[src/rtl/lobinho_pkg.sv]
// Shared phase codes for the lobinho game: used by the phase controller,
// the display and the vote logic.
package lobinho_pkg;

  localparam int W_FASE = 3;

  typedef enum logic [W_FASE-1:0] {
    OCIOSO   = 3'd0,
    NOITE    = 3'd1,
    DIA      = 3'd2,
    VOTACAO  = 3'd3,
    APURACAO = 3'd4
  } fase_e;

  // Phases in which players take turns, one at a time.
  function automatic logic fase_de_turno(input fase_e f);
    return (f == NOITE) || (f == VOTACAO);
  endfunction

endpackage

[src/rtl/contador_m.sv]
// Modulo-M up counter with synchronous clear and count enable.
module contador_m #(
  parameter int M = 16,
  parameter int N = 4
) (
  input  logic         clock,
  input  logic         zera,
  input  logic         conta,
  output logic [N-1:0] q
);

  logic [N-1:0] q_q;
  logic [N-1:0] q_d;

  always_comb begin
    q_d = q_q;
    if (zera) begin
      q_d = '0;
    end else if (conta) begin
      q_d = (q_q == N'(M - 1)) ? '0 : q_q + 1'b1;
    end
  end

  // NOTE: sequential state is always written with <=; only always_comb uses =.
  always_ff @(posedge clock) begin
    q_q <= q_d;
  end

  assign q = q_q;

endmodule

[src/rtl/fase_controlador.sv]
// Game phase sequencer: OCIOSO -> NOITE -> DIA -> VOTACAO -> APURACAO.
// Optional freeze input `pausa` exists only when FASE_PAUSA_EN is defined.
module fase_controlador
  import lobinho_pkg::*;
#(
  parameter int N_JOG    = 8,
  parameter int W_JOG    = 3,
  parameter int T_JOGADA = 1000,
  parameter int T_DIA    = 5000,
  parameter int W_T      = 13
) (
  input  logic              clock,
  input  logic              zera,
  input  logic              iniciar,
  input  logic              jogada,
  input  logic              fim_jogo,
`ifdef FASE_PAUSA_EN
  input  logic              pausa,
`endif
  output logic [W_FASE-1:0] fase,
  output logic [W_JOG-1:0]  jogador_atual,
  output logic              vez,
  output logic              timeout,
  output logic              fim_rodada
);

  localparam int T_MAX = (T_JOGADA > T_DIA) ? T_JOGADA : T_DIA;

  fase_e            estado_q, estado_d;
  logic [W_JOG-1:0] jog_q, jog_d;
  logic             vez_q, vez_d;
  logic             timeout_q, timeout_d;
  logic             fim_rodada_q, fim_rodada_d;

  logic [W_T-1:0]   timer;
  logic             timer_clr;
  logic             timer_en;
  logic             pausa_w;

`ifdef FASE_PAUSA_EN
  assign pausa_w = pausa;
`else
  assign pausa_w = 1'b0;
`endif

  contador_m #(
    .M (T_MAX),
    .N (W_T)
  ) u_timer (
    .clock (clock),
    .zera  (timer_clr),
    .conta (timer_en),
    .q     (timer)
  );

  // NOTE: every always_comb output gets a default first so no latch is inferred.
  always_comb begin
    estado_d     = estado_q;
    jog_d        = jog_q;
    timeout_d    = 1'b0;
    timer_clr    = 1'b0;
    timer_en     = 1'b0;

    if (!pausa_w) begin
      case (estado_q)
        OCIOSO: begin
          timer_clr = 1'b1;
          jog_d     = '0;
          if (iniciar) estado_d = NOITE;
        end
        NOITE, VOTACAO: begin
          if (jogada || (timer == W_T'(T_JOGADA - 1))) begin
            // jogada wins over a simultaneous expiry, so no timeout then
            timer_clr = 1'b1;
            timeout_d = !jogada;
            if (jog_q == W_JOG'(N_JOG - 1)) begin
              jog_d    = '0;
              estado_d = (estado_q == NOITE) ? DIA : APURACAO;
            end else begin
              jog_d = jog_q + 1'b1;
            end
          end else begin
            timer_en = 1'b1;
          end
        end
        DIA: begin
          if (timer == W_T'(T_DIA - 1)) begin
            timer_clr = 1'b1;
            estado_d  = VOTACAO;
          end else begin
            timer_en = 1'b1;
          end
        end
        APURACAO: begin
          timer_clr = 1'b1;
          jog_d     = '0;
          estado_d  = fim_jogo ? OCIOSO : NOITE;
        end
        default: begin
          timer_clr = 1'b1;
          jog_d     = '0;
          estado_d  = OCIOSO;
        end
      endcase
    end

    // Reset also clears the timer through the FSM clear path.
    if (zera) timer_clr = 1'b1;

    vez_d        = fase_de_turno(estado_d);
    fim_rodada_d = (estado_d == APURACAO) && (estado_q != APURACAO);
  end

  // NOTE: reset is synchronous and active-high, so it lives inside the clocked branch.
  always_ff @(posedge clock) begin
    if (zera) begin
      estado_q     <= OCIOSO;
      jog_q        <= '0;
      vez_q        <= 1'b0;
      timeout_q    <= 1'b0;
      fim_rodada_q <= 1'b0;
    end else begin
      estado_q     <= estado_d;
      jog_q        <= jog_d;
      vez_q        <= vez_d;
      timeout_q    <= timeout_d;
      fim_rodada_q <= fim_rodada_d;
    end
  end

  assign fase          = estado_q;
  assign jogador_atual = jog_q;
  assign vez           = vez_q;
  assign timeout       = timeout_q;
  assign fim_rodada    = fim_rodada_q;

endmodule

[config.mk]
export PLATFORM = sky130hd
export DESIGN_NAME = fase_controlador
export DESIGN_NICKNAME = d
export VERILOG_FILES = /design/src/rtl/lobinho_pkg.sv /design/src/rtl/contador_m.sv /design/src/rtl/fase_controlador.sv
export SDC_FILE = /design/constraint.sdc
export NUM_CORES = 1
export LEC_CHECK = 0
export CORE_ASPECT_RATIO = 1.5
export CORE_MARGIN = 2
export CORE_UTILIZATION = 25
export CTS_CLUSTER_SIZE = 30
export DETAILED_ROUTE_END_ITERATION = 10
export GPL_TIMING_DRIVEN = 0
export PLACE_DENSITY = 0.53
export RECOVER_POWER = 50
export SLEW_MARGIN = 5
export SYNTH_ARGS = -nofsm -noshare
export SYNTH_HDL_FRONTEND = slang
export SYNTH_SLANG_ARGS = --single-unit
[constraint.sdc]
create_clock -name clock -period 2.3 [get_ports clock]
set_input_delay 0.575 -clock clock [delete_from_list [all_inputs] [get_ports clock]]
set_output_delay 0.575 -clock clock [all_outputs]
set_load 0.005 [all_outputs]
---- Yosys cells after proc, flatten, opt, wreduce, memory -nomap -nowiden ----
Cells that the tools add are included.
operators by class
  $add $sub $neg .......................... 2
  equality and inequality tests ........... 12
  muxes and demuxes ....................... 18
  bitwise gates (word level) .............. 3
  reduce and logical (&&, ||, !) cells .... 8
operators with widths
  cell                   number
  $mux 3                 7
  $add 13x1->13 const B  1
  $eq 13x10->1 const B   1
  $eq 13x13->1 const B   1
  $mux 13                1
  $pmux 3 s4             1
  $eq 3x2->1 const B     3
  $eq 3x3->1 const B     3
  $eq 3x1->1 const B     2
  $mux 1                 6
  $pmux 3 s2             1
  $pmux 1 s2             2
  $add 3x1->3 const B    1
  $logic_not 3->1        1
  $ne 3x3->1 const B     1
  $not 1->1              3
  $reduce_or 3->1        1
  $logic_or 1x1->1       2
  $ne 2x2->1 const B     1
  $reduce_and 2->1       1
  $reduce_or 2->1        1
  $logic_and 1x1->1      1
  $logic_not 1->1        1
storage, ports and cells
  flip-flop bits (word level) ............. 22
  input port bits ......................... 5
  logic and storage cells ................. 49

---- Longest topological paths before layout ----
  word-level depth ........................ 7
  depth in mapped cells ................... 8
  mapped depth without buffers ............ 6

---- Cells and area by module ----
A second synthesis with hierarchy kept.
second synthesis, totals
  cell total of the unflattened synthesis .. 124
  area total of the unflattened synthesis .. 1136.1 um^2
by module, submodules not included
  module            times used  cells an instance  area an instance (um^2)
  contador_m        1           65                 606.8
  fase_controlador  1           59                 529.3

---- Worst setup path after synthesis ----
OpenSTA, ideal clock, no wires.
  kind .................................... register -> register
  start point ............................. register u_timer.q_q[0], in the netlist u_timer.q[0]
  end point ............................... register u_timer.q_q[11], in the netlist u_timer.q[11]
  data arrival time ....................... 1.851 ns
  required time ........................... 2.234 ns
  slack ................................... 0.383 ns
  cell stages (with the launch flop) ...... 8
  buffers on the path ..................... 1
  clock period less this slack ............ 1.917 ns
  cells stage by stage .................... dfxtp_1 ha_1 and4_1 buf_6 a311oi_4 o2111ai_1 or3_1 a21oi_2
on the way
  word-level cells in the longest chain between the ends .. 5
  elaborated cells between the ends (all ways) .. 12
  those cells by class .................... add/sub: 1; eq/ne: 2; mux: 8; reduce/logical: 1
RTL lines
  item                                                   RTL line          text
  start, declared                                        contador_m.sv:12  logic [N-1:0] q_q;
  start signal, assigned                                 contador_m.sv:26  q_q <= q_d;
  branches (longest 5 deep; another with $add 13x1->13)  --
Several ways; the timed one is not identified.
A chain may end at the register's enable or synchronous reset.

---- Worst setup path after layout ----
  start point ............................. register u_timer.q_q[0], in the netlist u_timer.q[0]
  end point ............................... register u_timer.q_q[0], in the netlist u_timer.q[0]
Same word-level chain as after synthesis.

==> results by group <==
Outcome
  • Outcome: finished, final reports clean

Global routing
  • First-pass GRT wire length: 3950 µm
  • Total track usage: 10.1%
  • GR Overflow Total: 0
  • Largest net degree at the start of global routing: 13
  • Antenna violations before repair: 0
  • Vias in the first global route: 872

Synth
  • Mapped Avg Cell Area: 9.57 µm²
  • Area contributors post-synth: dfxtp_1 (41%), xor2_1 (6.5%), nor2_1 (4.2%), ha_1 (3.5%), o2111ai_1 (3.2%)
  • Sequential-to-total area share from yosys stat: 40.7%
  • Synth Area in XOR/XNOR: 8.10%
  • Post-Synthesis Net Count: 121
  • Synthesis warning total: 0
  • FF+latch count, synth: 22
  • Synthesized cell area: 0.00108 mm²
  • Number of flops mapped to enable cells by yosys: 0
  • Async set-reset flop share out of synthesis: 0%
  • Adder-cell share of the synthesized area: 3.47%
  • Main combinational cell family by area after synthesis: simple AND/OR/NAND/NOR gates
  • Post-synthesis simple-gate area fraction: 24.2%
  • Yosys top cell area share: 40.7%
  • Ys flop type: dfxtp_1
  • Compound-gate portion of the synthesized area: 19.3%
  • Synth area leader: dfxtp_1
  • Mux share of post-synthesis cell area: 0%
  • Synth Instances: 113
  • Synth cell types: 34

Clocking
  • CTS tree: built
  • Worst-case clock buffer depth: 2
  • Clock-pin slew on the worst setup and hold paths: 0.08 ns
  • H-tree Lvls: 1
  • Clock sinks: 22
  • Total CTS buffers: 3
  • Post-CTS setup buffer count: 0
  • Worst-Skew Late Latency: 0.26 ns
  • CTS resizes: 0
  • Root Driver: clkbuf_8
  • Hold buffer count at CTS: 0

Setup path
  • Buf+Inv Stages, Crit Path: 2
  • CP Launch Type: flop
  • Crit path capture type: flop
  • Crit-path cells: ha_1 > and4_1 > buf_6 > a311oi_4 > nor2_2 > a311o_1 > buf_6 > nor2_1
  • Top delay family on crit path: compound AO/OA/AOI/OAI gates
  • Crit-path slowest cell: a311o_1
  • Crit-path most repeated cell: buf_6
  • CP Data Required Time: 2.50 ns
  • WS Path Type: reg -> reg
  • Data arrival, critical path: 2.33 ns
  • Crit path max fanout: 10
  • Crit-path max cell delay: 0.39 ns

STA
  • Least-Margin Pin Slew: 0.653 ns
  • Setup TNS: 0 ns
  • Max Clock Skew: 0.00151 ns
  • Final hold vios: 0
  • Max Fclk: 0.469 GHz
  • Final Critical Period: 2.13 ns
  • Final Cycle Share: 92.7%
  • Max-Slew Margin vs Limit: 56.2%
  • Finish-stage setup viols: 0
  • RSZ-0062 raised after global routing: false
  • Final Max Slew Viols: 0

Final layout
  • Commonest non-fill, non-tap cells in the layout: dfxtp_1 (22), nor2_1 (12), dlygate4sd3_1 (9)
  • Most common cell after layout, fill and taps aside: dfxtp_1
  • Final #Nets: 139
  • Share of post-route cells with drive strength above 1: 11.5%
  • Filler Cell Count: 461
  • ANT cells: 0
  • Final instance area: 0.00132 mm²
  • Synth-to-Final Area Change: 22.5%

Place
  • Hpwl dp: 1690 µm
  • Final RePlAce weighted congestion: 0.842
  • Area after DPL: 0.00127 mm²
  • PortBufs: 13

Drt
  • Via-per-instance ratio: 5.13
  • Starting DRT DRC Count: 9
  • Drt wl/cell: 13.1 µm
  • Final wirelength: 2300 µm
  • Routed Antenna Nets: 0
  • 1st-pass router iterations: 4
  • DRC: 0
  • Via count: 902

Die
  • Die width: 57.7 µm
  • Total core area: 0.00421 mm²
  • Die Area: 0.00488 mm²
  • Initial Util: 25.7%
  • Die Height: 84.5 µm
  • Number of cell rows: 29
  • IO Pins: 14

Power
  • Overall Power: 0.000717 W
  • VDD IR max: 0.000238 V
  • Power Density: 542 mW/mm²
  • Static Leak: 0.461 nW

Hold path
  • Min-Delay Path Class: reg -> reg

Job
  • Max Cap Viol: 0
-- worst register-to-register path, delay by kind of cell, from the launching register on --
family	cells	cell delay (ns)
DFF	1	0.33
and+or+nand+nor	3	0.43
adders and majority gates	1	0.27
buffers and inverters	2	0.30
AOI/OAI and AO/OA	2	0.73
-- where the power goes --
part | internal, W | switching, W
clock network | 0.000153 | 0.000125
registers | 0.000385 | 0.00000450
logic | 0.0000240 | 0.0000258
-- routing by layer --
metal	global-route usage [%]	routed length [µm]	up-vias
met5	0	0	-
met4	4.23	23	0
met3	1.54	92	4
met2	16.6	1140	20
met1	12.9	1040	426
li1	-	-	452
-- path summary, 6_finish.rpt --
check / start / end / slack (ns) / depth (start not counted)
setup / recovery: u_timer.q[0]$_SDFFE_PP0P_ / u_timer.q[0]$_SDFFE_PP0P_ / 0.17 / 8
hold / removal: jogador_atual[2]$_SDFFE_PP0P_ / jogador_atual[2]$_SDFFE_PP0P_ / 0.50 / 2
setup reg to reg: u_timer.q[0]$_SDFFE_PP0P_ / u_timer.q[0]$_SDFFE_PP0P_ / 0.17 / 8
hold reg to reg: jogador_atual[2]$_SDFFE_PP0P_ / jogador_atual[2]$_SDFFE_PP0P_ / 0.50 / 2
-- through the flow --
stage                     worst slack, ns  utilization [%]  hold slack [ns]  cells
after floorplan                     0.383                -            0.471    113
after global placement             0.0616             30.1            0.483    172
after detailed placement           0.0319             30.1            0.488    172
after CTS                           0.154             31.5            0.502    176
after global routing               0.0293             31.5            0.558    176
final                               0.168             31.5            0.495    176
-- synthesized netlist by cell type (2+ instances only) --
cell type and n:
and3_1 4, inv_1 2, o211ai_1 2, buf_6 3
nor2_2 2, o2111ai_1 4, nor4_1 3, o21ai_0 7
nor2_1 12, a21oi_1 6, xnor2_1 2, ha_1 3
or3_1 3, dfxtp_1 22, nor3_1 5, xor2_1 8
nand2_1 4, nand3_1 5
-- state kept, by name, indices dropped and copies added (netlist names) --
signal         flops
jogador_atual      3
fase               3
vez                1
fim_rodada         1
timeout            1
u_timer.q         13
-- area by class of cell --
type / instances / area [µm²] / share of cell area, %
Tap cell: 46 / 57.6 / 4.35
Inverter: 2 / 7.51 / 0.567
Timing Repair Buffer: 13 / 130 / 9.83
Clock buffer: 4 / 55.1 / 4.16
Buffer: 4 / 37.5 / 2.84
Multi-Input combinational cell: 85 / 596 / 45.0
Sequential cell: 22 / 440 / 33.3
-- cell families after synthesis --
logic type	count (synthesis)
AO/OA/AOI/OAI	27
XOR/XNOR	10
adder cells (fa/ha/maj)	3
buffers and inverters	6
flip-flops	22
AND/OR/NAND/NOR	45
Note: power is estimated with default switching activity, not from simulation.
